===== src/rtl/i2c_bus_monitor.sv =====
// rtl/i2c_bus_monitor.sv - I2C pad synchroniser, glitch filter and bus-state tracker

// Two-flop synchroniser for an asynchronous pad input; resets to the idle-high bus level.
module i2c_sync2 (
    input  logic clk,
    input  logic rst_an,
    input  logic padIn,
    output logic syncOut
);
    logic [1:0] syncQ;

    // Shift the pad value through two flops to settle metastability.
    always_ff @(posedge clk or negedge rst_an) begin
        if (!rst_an) begin
            syncQ <= 2'b11;
        end else begin
            syncQ <= {syncQ[0], padIn};
        end
    end

    assign syncOut = syncQ[1];
endmodule

// Per-line glitch filter: the filtered level only follows the synchronised level once it
// has disagreed for FILT_LEN consecutive cycles. filtNext exposes the value the filter
// will hold after the coming edge, so edge/condition pulses can be registered alongside it.
module i2c_glitch_filter #(
    parameter int FILT_LEN = 3
) (
    input  logic clk,
    input  logic rst_an,
    input  logic syncIn,
    output logic filtOut,
    output logic filtNext
);
    localparam logic [3:0] FILT_LIM = 4'(FILT_LEN);

    logic [3:0] cnt;
    logic [3:0] cntInc;
    logic [3:0] cntNext;
    logic       filtQ;

    // Count disagreeing cycles; accept the new level when the count reaches the limit.
    always_comb begin
        cntInc   = cnt + 4'd1;
        cntNext  = 4'd0;
        filtNext = filtQ;
        if (syncIn != filtQ) begin
            if (cntInc >= FILT_LIM) begin
                filtNext = syncIn;
                cntNext  = 4'd0;
            end else begin
                cntNext  = cntInc;
            end
        end
    end

    // Filter state register.
    always_ff @(posedge clk or negedge rst_an) begin
        if (!rst_an) begin
            cnt   <= 4'd0;
            filtQ <= 1'b1;
        end else begin
            cnt   <= cntNext;
            filtQ <= filtNext;
        end
    end

    assign filtOut = filtQ;
endmodule

// Bus monitor top: levels, edge pulses, START/STOP, bus-busy and SDA hold qualifier.
module i2c_bus_monitor #(
    parameter int FILT_LEN    = 3,
    parameter int HOLD_CYCLES = 4,
    parameter int IDLE_CYCLES = 1024
) (
    input  logic       clk,
    input  logic       rst_an,
    input  logic       sclIn,
    input  logic       sdaIn,
    output logic [7:0] i2ctrans,
    output logic       active,
    output logic       count_hold_over
);
    localparam logic [7:0]  HOLD_LOAD = 8'(HOLD_CYCLES);
    localparam logic [15:0] IDLE_LIM  = 16'(IDLE_CYCLES);
    localparam logic        IDLE_EN   = (IDLE_CYCLES != 0);

    logic sclSync;
    logic sdaSync;
    logic sclFilt;
    logic sclFiltNext;
    logic sdaFilt;
    logic sdaFiltNext;

    logic sclRiseQ;
    logic sclFallQ;
    logic startQ;
    logic stopQ;
    logic lastSdaQ;

    logic sclRiseNext;
    logic sclFallNext;
    logic sclStable;
    logic startNext;
    logic stopNext;
    logic lastSdaNext;

    logic [15:0] idleCnt;
    logic [15:0] idleCntNext;
    logic        idleCond;
    logic        idleHit;
    logic        activeNext;

    logic [7:0]  holdCnt;
    logic [7:0]  holdCntNext;

    i2c_sync2 u_sclSync (
        .clk     (clk),
        .rst_an  (rst_an),
        .padIn   (sclIn),
        .syncOut (sclSync)
    );

    i2c_sync2 u_sdaSync (
        .clk     (clk),
        .rst_an  (rst_an),
        .padIn   (sdaIn),
        .syncOut (sdaSync)
    );

    i2c_glitch_filter #(.FILT_LEN(FILT_LEN)) u_sclFilt (
        .clk      (clk),
        .rst_an   (rst_an),
        .syncIn   (sclSync),
        .filtOut  (sclFilt),
        .filtNext (sclFiltNext)
    );

    i2c_glitch_filter #(.FILT_LEN(FILT_LEN)) u_sdaFilt (
        .clk      (clk),
        .rst_an   (rst_an),
        .syncIn   (sdaSync),
        .filtOut  (sdaFilt),
        .filtNext (sdaFiltNext)
    );

    // Decode transitions of the filtered lines; SDA changes only count as START/STOP
    // when SCL is high and not itself changing in the same cycle.
    always_comb begin
        sclRiseNext = ~sclFilt & sclFiltNext;
        sclFallNext = sclFilt & ~sclFiltNext;
        sclStable   = (sclFilt == sclFiltNext);
        startNext   = sclFilt & sclStable & sdaFilt & ~sdaFiltNext;
        stopNext    = sclFilt & sclStable & ~sdaFilt & sdaFiltNext;
        lastSdaNext = sclRiseNext ? sdaFiltNext : lastSdaQ;
    end

    // Register the pulses so they appear in the same cycle as the new filtered level.
    always_ff @(posedge clk or negedge rst_an) begin
        if (!rst_an) begin
            sclRiseQ <= 1'b0;
            sclFallQ <= 1'b0;
            startQ   <= 1'b0;
            stopQ    <= 1'b0;
            lastSdaQ <= 1'b1;
        end else begin
            sclRiseQ <= sclRiseNext;
            sclFallQ <= sclFallNext;
            startQ   <= startNext;
            stopQ    <= stopNext;
            lastSdaQ <= lastSdaNext;
        end
    end

    // Idle timer runs while both lines sit high and restarts on any START/STOP; it
    // saturates once the limit is reached (or at full scale when the timeout is off).
    always_comb begin
        idleCond    = sclFilt & sdaFilt & ~startQ & ~stopQ;
        idleHit     = IDLE_EN && (idleCnt == IDLE_LIM);
        idleCntNext = 16'd0;
        if (idleCond) begin
            if (idleHit || (idleCnt == 16'hFFFF)) begin
                idleCntNext = idleCnt;
            end else begin
                idleCntNext = idleCnt + 16'd1;
            end
        end
    end

    // Bus-busy: START sets, STOP or an expired idle timer clears.
    always_comb begin
        activeNext = active;
        if (startQ) begin
            activeNext = 1'b1;
        end else if (stopQ || idleHit) begin
            activeNext = 1'b0;
        end
    end

    // Hold counter reloads on every SCL fall and counts down to zero.
    always_comb begin
        holdCntNext = holdCnt;
        if (sclFallQ) begin
            holdCntNext = HOLD_LOAD;
        end else if (holdCnt != 8'd0) begin
            holdCntNext = holdCnt - 8'd1;
        end
    end

    // Bus-state registers.
    always_ff @(posedge clk or negedge rst_an) begin
        if (!rst_an) begin
            idleCnt <= 16'd0;
            active  <= 1'b0;
            holdCnt <= 8'd0;
        end else begin
            idleCnt <= idleCntNext;
            active  <= activeNext;
            holdCnt <= holdCntNext;
        end
    end

    assign count_hold_over = (holdCnt == 8'd0);
    assign i2ctrans = {stopQ, startQ, sclRiseQ, sclFallQ, lastSdaQ, sclSync, sdaFilt, sclFilt};
endmodule


===== config.mk =====
export PLATFORM = sky130hd
export DESIGN_NAME = i2c_bus_monitor
export DESIGN_NICKNAME = d
export VERILOG_FILES = /design/src/rtl/i2c_bus_monitor.sv
export SDC_FILE = /design/constraint.sdc
export NUM_CORES = 1
export LEC_CHECK = 0
export CAP_MARGIN = 15
export CORE_UTILIZATION = 57
export DETAILED_ROUTE_END_ITERATION = 16
export PLACE_DENSITY = 0.75
export RECOVER_POWER = 100
export SETUP_SLACK_MARGIN = 0.02
export SYNTH_ARGS = -nofsm -noshare
export SYNTH_HDL_FRONTEND = slang
export SYNTH_HIERARCHICAL = 1
export SYNTH_SLANG_ARGS = --single-unit

===== constraint.sdc =====
create_clock -name clk -period 3.7 [get_ports clk]
set_clock_uncertainty 0.05 [all_clocks]
set_input_delay 0.74 -clock clk [delete_from_list [all_inputs] [get_ports clk]]
set_output_delay 0.74 -clock clk [all_outputs]
set_load 0.005 [all_outputs]

; Word level (Yosys, flattened, before mapping)
; Cells that the tools add are included.
[op_classes]
muxes = 14
n_reduce_logical = 6
bitwise = 16
addsub = 4
magnitude_cmp = 2
n_eq_ne = 6
[ops]
columns = op, n
row1 = 2-to-1 mux 16 bit, 2
row2 = "adder 16 x 1 -> 16 bit, second input constant", 1
row3 = "equality test 16 x 11 -> 1 bit, second input constant", 1
row4 = "equality test 16 bit, second input constant", 1
row5 = 2-to-1 mux 4 bit, 4
row6 = 2-to-1 mux 8 bit, 2
row7 = bitwise AND 1 bit, 10
row8 = "adder 4 x 1 -> 4 bit, second input constant", 2
row9 = ">= comparator 4 x 2 -> 1 bit, second input constant", 2
row10 = zero test 8 bit, 1
row11 = nonzero test 8 bit, 1
row12 = "subtractor 8 x 1 -> 8 bit, second input constant", 1
row13 = 2-to-1 mux 1 bit, 6
row14 = inverter 1 bit, 6
row15 = nonzero test 2 bit, 2
row16 = logical OR 1 bit, 2
row17 = inequality test 1 bit, 2
row18 = "inequality test 2 bit, second input constant", 1
row19 = equality test 1 bit, 1
[totals]
input_bits = 4
elab_cells = 62
out_inout_bits = 10
reg_bits = 44

; Logic depth before layout (Yosys ltp)
; Gate-level depths: netlist of the first run.
[depth]
depth_word = 8
depth_mapped = 7
mapped_depth_nobuf = 7

; Hierarchy
; The synthesis of the first run kept the hierarchy.
[by_module_without_submodules]
columns = mod, n_inst, cells_each, area_per_inst_um2, seq_area_each_um2
row1 = i2c_bus_monitor, 1, 163, 1597.8, 752.0
row2 = i2c_glitch_filter, 2, 21, 256.5, 126.4
row3 = i2c_sync2, 2, 2, 52.6, 52.6

; Worst setup path after synthesis of the first run
; OpenSTA, ideal clock, no wires.
[synth_timing]
kind = register to output
start = register holdCnt[4]
end = output count_hold_over
setup_slack_ns = 1.717
n_path_buf = 0
t_required_ns = 2.910
arrival_ns = 1.193
stages_incl_launch_ff = 5
cell_sequence = dfrtp_1 or3_1 nor3_1 nand2_1 inv_1
[synth_between]
elab_chain_len = 1
[synth_lines]
columns = element, line
row1 = start: declaration, 116  ; logic [7:0] holdCnt;
row2 = start signal: assignment, 221  ; holdCnt <= holdCntNext;
row3 = zero test 8 bit, 225  ; assign count_hold_over = (holdCnt == 8'd0);
row4 = end: declaration, 84  ; output logic count_hold_over
; No other way between the ends.

; Worst setup path after layout of the first run
[layout_timing]
start = register holdCnt[5]
end = output count_hold_over
; Same word-level chain as after synthesis.

==> run_results.csv, run 1 <==
group,metric,value,unit
route,drtIter0Drc,64,
critical_path,rr_worst_depth,6,
synth,syn_area,0.00222,sq mm
clock_network,clk_path_buf_depth,2,
synth,synth_compound_area_share,12.4,%
critical_path,regToRegSetupSlack,1.27,ns
placement,hpwl,2900,um
critical_path,r2r_start,"idleCnt[1]$_DFFE_PN0P_",
sta,rsz0062_at_grt,"false",
final_layout,diodes,0,
die,placementRows,22,
synth,synthMuxAreaShare,1.41,%
synth,synthSimpleGateAreaFrac,21.6,%
critical_path,critical_path_class,"register to primary output",
global_routing,grt_max_degree,45,
critical_path,worstSetupEndpointType,"primary output",
clock_network,clkSinkCount,44,
die,chipWidth,64.4,um
worst_hold_path,hp-class,"register to register",
synth,ys_types,50,
clock_network,cts_root_buffer,"clkbuf_8",
clock_network,clk_latency,0.29,ns
clock_network,ctsResizeCount,0,
die,core_area,0.00369,sq mm
job,max_cap_violations,1,
clock_network,cts_tree,"built",
outcome,violations,"max-capacitance violations, max-slew violations",
clock_network,clk_transition_reported_paths,0.09,ns
synth,ys_warn_count,6,
die,num_io_pins,14,
route,num_vias,1578,
sta,finalCritPeriodShare,80.4,%
placement,gp_congestion,0.862,
power,total_power,1190,uW
synth,async_flop_share,100,%
global_routing,grt_pass1_wl,7130,um
power,power.density,495,mW/mm^2
power,ir_drop,0.000425,V
sta,fin_crit,2.97,ns
global_routing,grt_usage,22.7,%
synth,synth_top_family_by_area,"simple AND/OR/NAND/NOR gates",
clock_network,postCtsSetupBuffers,0,
critical_path,startpoint_type,"register",
sta,final-hold-violation-count,0,
critical_path,crit_path_end,"count_hold_over",
synth,synthCells,209,
clock_network,h-tree-depth,2,
critical_path,crit_fanout,4,
sta,final-setup-viol-count,0,
sta,fmax,0.336,GHz
final_layout,drive_above_1_share,7.66,%
synth,ys_ff_latch,44,
sta,worst_pin_slew,2.21,ns
synth,synth_edf_count,0,
placement,io_buffer_count,13,
sta,relSlewSlack,-47.2,%
die,die-area,0.00414,sq mm
outcome,status,"finished with violations",
die,start_util,60.1,%
synth,synthFlopType,"dfrtp_1",
synth,synth_xor_area_share,5.14,%
route,wire_per_inst,15.0,um
power,leakagePower,0.00104,uW
route,first_pass_iters,4,
route,vias_per_cell,5.84,
critical_path,r2r-end,"idleCnt[1]$_DFFE_PN0P_",
global_routing,gr-total-overflow,0,
synth,synth_seq_area_share,50.1,%
sta,setup_tns,0,ns
route,totalWireLength,4040,um
die,fp.dieH,64.4,um
sta,slew_viol_final,45,
clock_network,cts_buffers,5,
route,drcViolationCount,0,
critical_path,required,2.91,ns
global_routing,first_global_vias,1581,
clock_network,cts_hold_buf,0,
route,detail-route-antenna-nets,0,
synth,postSynthAreaPerCell,10.6,sq um
final_layout,num-nets-final,232,
final_layout,area_growth,8.41,%
global_routing,antenna_found_initial,0,
critical_path,crit_start,"holdCnt[5]$_DFFE_PN0P_",
synth,synthAdderAreaFrac,3.95,%
critical_path,critPathArrivalTime,2.18,ns
-- power by group --
part | switching [uW] | internal (uW) | total (uW)
Clock | 166 | 203 | 369
Combinational | 125 | 109 | 233
Sequential | 49.6 | 537 | 586
Total | 340 | 849 | 1190
-- how the worst min path moves through the flow --
stage | from | to | slack [ns] | cells after the start
after floorplan | u_sclSync/syncQ[0]$_DFF_PN1_ | u_sclSync/syncQ[1]$_DFF_PN1_ | 0.30 | 0
after global placement | u_sdaSync/syncQ[0]$_DFF_PN1_ | u_sdaSync/syncQ[1]$_DFF_PN1_ | 0.30 | 0
after detailed placement | u_sdaSync/syncQ[0]$_DFF_PN1_ | u_sdaSync/syncQ[1]$_DFF_PN1_ | 0.30 | 0
after CTS | u_sdaSync/syncQ[0]$_DFF_PN1_ | u_sdaSync/syncQ[1]$_DFF_PN1_ | 0.32 | 0
after global routing | u_sdaSync/syncQ[0]$_DFF_PN1_ | u_sdaSync/syncQ[1]$_DFF_PN1_ | 0.32 | 0
final | u_sdaSync/syncQ[0]$_DFF_PN1_ | u_sdaSync/syncQ[1]$_DFF_PN1_ | 0.32 | 0
-- registers in the layout (all words and copies together), names as in the netlist, 2 cells and up --
signal / flops
u_sclFilt/cnt: 4
u_sdaSync/syncQ: 2
idleCnt: 16
u_sdaFilt/cnt: 4
holdCnt: 8
u_sclSync/syncQ: 2
-- stage by stage --
| step | util [%] | hold slack, ns | worst slack, ns | std cells | area [sq um] |
|---|---|---|---|---|---|
| 6_report | 65.1 | 0.315 | 0.726 | 270 | 2400 |
| 5_1_grt | 65.1 | 0.321 | 0.551 | 270 | 2400 |
| 4_1_cts | 66.6 | 0.316 | 0.822 | 270 | 2460 |
| 3_5_place_dp | 63.5 | 0.303 | 1.16 | 262 | 2340 |
| 3_3_place_gp | 63.5 | 0.297 | 1.20 | 262 | 2340 |
| 2_1_floorplan | - | 0.295 | 1.72 | 211 | 2220 |
-- cells by family after synthesis --
group,count (synthesis)
buf+inv,22
xor+xnor,13
fa+ha+maj,7
other cells,2
flops,44
mux,3
simple gates,82
compound gates,36
-- critical path: stages (launching register included) --
cell and delay [ns]:
dfrtp_1 0.40, or3_1 0.39, nor3_1 0.28, nand2_1 0.19, inv_1 0.08, dlygate4sd3_1 0.56
-- metal layers --
layer | track usage, % | up-vias | wire length, um
met5 | 0 | - | 0
met4 | 6.94 | 0 | 18
met3 | 6.07 | 2 | 111
met2 | 37.6 | 30 | 2040
met1 | 29.0 | 784 | 1870
li1 | - | 762 | -
-- cells in the mapped netlist, types with 4 or more instances --
master	number	area share [%]
nand4_1	4	1.1
and3_1	5	1.4
dfrtp_1	37	42
ha_1	7	4.0
nor2_1	18	3.0
nand2_1	12	2.0
o21ai_0	6	1.4
or3_1	5	1.4
inv_1	11	1.9
xor2_1	7	2.8
nor3_1	6	1.4
a21oi_1	10	2.3
buf_4	8	2.7
dfstp_2	7	8.3
xnor2_1	6	2.4
nor4_1	6	1.7
-- cells in the final DEF, fill, tap and decap left out, types with 4 or more instances in the layout --
master,Yosys,routed
conb_1,2,4
nor3_1,6,6
or3_1,5,5
clkdlybuf4s50_1,0,4
nand4_1,4,6
ha_1,7,7
nor4_1,6,6
dfrtp_1,37,37
inv_1,11,11
o21ai_0,6,7
xnor2_1,6,6
a21oi_1,10,10
clkbuf_8,0,5
dlygate4sd3_1,0,8
and3_1,5,5
dfstp_1,0,4
nor2_1,18,18
nand2_1,12,12
xor2_1,7,7
-- cell type report --
cell class	instances	area, sq um
sequential	44	1110
timing repair buffer	13	124
multi-input combinational	145	948
clock buffer	5	68.8
fill	294	1290
tap	48	60.1
inverter	12	45.0
clock inverter	3	46.3
Power figures use the tool's default switching activity.
==> run 2: changes to the inputs <==
- clock period: 3.7 -> 2.85 ns (I/O delays scaled with it)
==> run 2 against run 1 <==
First-iteration DRC count is 81% higher. Total power is 32% higher. Non-clock buffer count stayed put. Die area stayed put. Sequential power is 30% higher. Design area is 0.47% higher. Routed wire length is 1.8% higher. Final cell count stayed put. Clock-buffer cell count is 1 higher. Largest power group unchanged. The run still ends with max-capacitance violations, max-slew violations left. Via count is 2.9% higher. Register-to-register slack worse by 0.94 ns. Largest cell class unchanged. Sequential cell count stayed put.
==> run_results.csv, run 2 (synthesis results as in run 1) <==
group,metric,value,unit
outcome,status,"finished with violations",
outcome,violations,"max-capacitance violations, max-slew violations",
power,power.density,651,mW/mm^2
clock_network,clk_path_buf_depth,2,
critical_path,critPathBufInv,2,
global_routing,grt_usage,23.2,%
global_routing,grt_max_degree,45,
clock_network,clk_transition_reported_paths,0.08,ns
critical_path,critPathTopFamily,"simple AND/OR/NAND/NOR gates",
placement,gp_congestion,0.870,
critical_path,slowest_stage,"clkdlybuf4s50_1",
critical_path,critPathArrivalTime,2.05,ns
final_layout,fin_util,65.4,%
power,ir_drop,0.000308,V
route,totalWireLength,4120,um
worst_hold_path,hp-class,"register to register",
critical_path,cp.depth,5,
sta,worst_pin_slew,2.26,ns
final_layout,multi_input_area,953,sq um
sta,setup_tns,0,ns
route,num_vias,1624,
die,die-area,0.00414,sq mm
sta,fmax,0.375,GHz
placement,dp_slack,0.461,ns
die,start_util,60.1,%
die,fp.dieH,64.4,um
worst_hold_path,worstHoldPathCells,0,
placement,hpwl,2880,um
die,chipWidth,64.4,um
sta,final-hold-violation-count,0,
global_routing,first_global_vias,1620,
sta,fin_crit,2.67,ns
job,max_cap_violations,1,
global_routing,antenna_found_initial,0,
clock_network,cts_root_buffer,"clkbuf_8",
die,placementRows,22,
clock_network,cts_buffers,5,
sta,finalCritPeriodShare,93.5,%
clock_network,clkSinkCount,44,
route,drcViolationCount,0,
final_layout,reg.largest.list,"idleCnt (16), holdCnt (8)",
route,drtIter0Drc,116,
final_layout,drive_above_1_share,8.56,%
global_routing,grt_pass1_wl,7130,um
final_layout,regArea,0.00111,sq mm
final_layout,area_growth,8.92,%
sta,slew_viol_final,45,
route,detail-route-antenna-nets,0,
final_layout,largest_register,"idleCnt",
sta,rsz0062_at_grt,"false",
final_layout,num-nets-final,232,
die,core_area,0.00369,sq mm
sta,final-setup-viol-count,0,
critical_path,critical_path_class,"register to primary output",
global_routing,gr-total-overflow,0,
route,wire_per_inst,15.2,um
critical_path,crit_fanout,4,
sta,relSlewSlack,-51.0,%
clock_network,cts_tree,"built",
final_layout,largest_reg_flops,16,
critical_path,startpoint_type,"register",
die,num_io_pins,14,
critical_path,rr_worst_depth,6,
final_layout,layout_common_cells,"37 x dfrtp_1, 18 x nor2_1, 12 x nand2_1, 11 x inv_1, 10 x a21oi_1",
placement,place_inst,262,
final_layout,diodes,0,
clock_network,clk_latency,0.30,ns
clock_network,h-tree-depth,2,
critical_path,slowest_delay,0.49,ns
route,first_pass_iters,5,
final_layout,final_common_cell,"dfrtp_1",
sta,setup_ws,0.184,ns
route,vias_per_cell,6.01,
final_layout,nFillCells,301,
critical_path,worstSetupEndpointType,"primary output",
critical_path,path_cells,"or3_1 > nor3_2 > nand2_1 > inv_1 > clkdlybuf4s50_1",
final_layout,fin_cells,270,
placement,io_buffer_count,13,
critical_path,required,2.23,ns
power,leakagePower,0.00105,uW
power,total_power,1570,uW
[run 2: changes by cell type in the layout (fill, tap and decap cells not counted)]
| cell | previous run | this run |
|---|---|---|
| clkbuf_8 | 5 | 6 |
| dfstp_2 | 3 | 4 |
| nor3_2 | 0 | 1 |
| nor3_1 | 6 | 5 |
| dfstp_1 | 4 | 3 |
| clkinv_4 | 0 | 1 |
| inv_6 | 1 | 0 |
| clkinvlp_4 | 1 | 0 |
[run 2: report_power, final]
group	switching [uW]	total, uW	leakage, uW	internal [uW]
clock network	212	498	0.0000614	286
registers	66.3	764	0.000564	698
logic	164	308	0.000421	144
[run 2: metal layers]
layer | GRT usage (%) | vias to the layer above | routed length, um
met2 | 37.8 | 38 | 2070
met1 | 28.2 | 812 | 1810
met5 | 0 | - | 0
met3 | 6.61 | 8 | 155
li1 | - | 766 | -
met4 | 10.8 | 0 | 80
[run 2: metrics by stage]
step | area [sq um] | hold WS, ns
3_5_place_dp | 2340 | 0.302
2_1_floorplan | 2220 | 0.224
4_1_cts | 2460 | 0.313
6_report | 2410 | 0.312
3_3_place_gp | 2340 | 0.297
5_1_grt | 2410 | 0.323
[run 2: timing repair]
action,4_1_cts,5_1_grt
gates resized for setup,0,1
hold buffers,0,0
setup endpoints to repair,0,1
setup buffers,0,0
[run 2: worst paths after layout]
check	endpoint	startpoint	slack [ns]
min in group asynchronous	u_sdaFilt/cnt[0]$_DFF_PN0_	rst_an	0.89
hold reg to reg	u_sdaSync/syncQ[1]$_DFF_PN1_	u_sdaSync/syncQ[0]$_DFF_PN1_	0.31
setup reg to reg	idleCnt[8]$_DFFE_PN0P_	idleCnt[1]$_DFFE_PN0P_	0.33
hold / removal	u_sdaSync/syncQ[1]$_DFF_PN1_	u_sdaSync/syncQ[0]$_DFF_PN1_	0.31
max in group asynchronous	idleCnt[9]$_DFFE_PN0P_	rst_an	0.57
setup / recovery	count_hold_over	holdCnt[4]$_DFFE_PN0P_	0.18
[run 2: area by class of cell]
class,instances,area share (%)
clock buffers,6,3.42
inverters,12,1.87
multi-input cells,145,39.5
clock inverters,2,1.61
well taps,48,2.49
repair buffers,13,5.13
flip-flops and latches,44,46.0
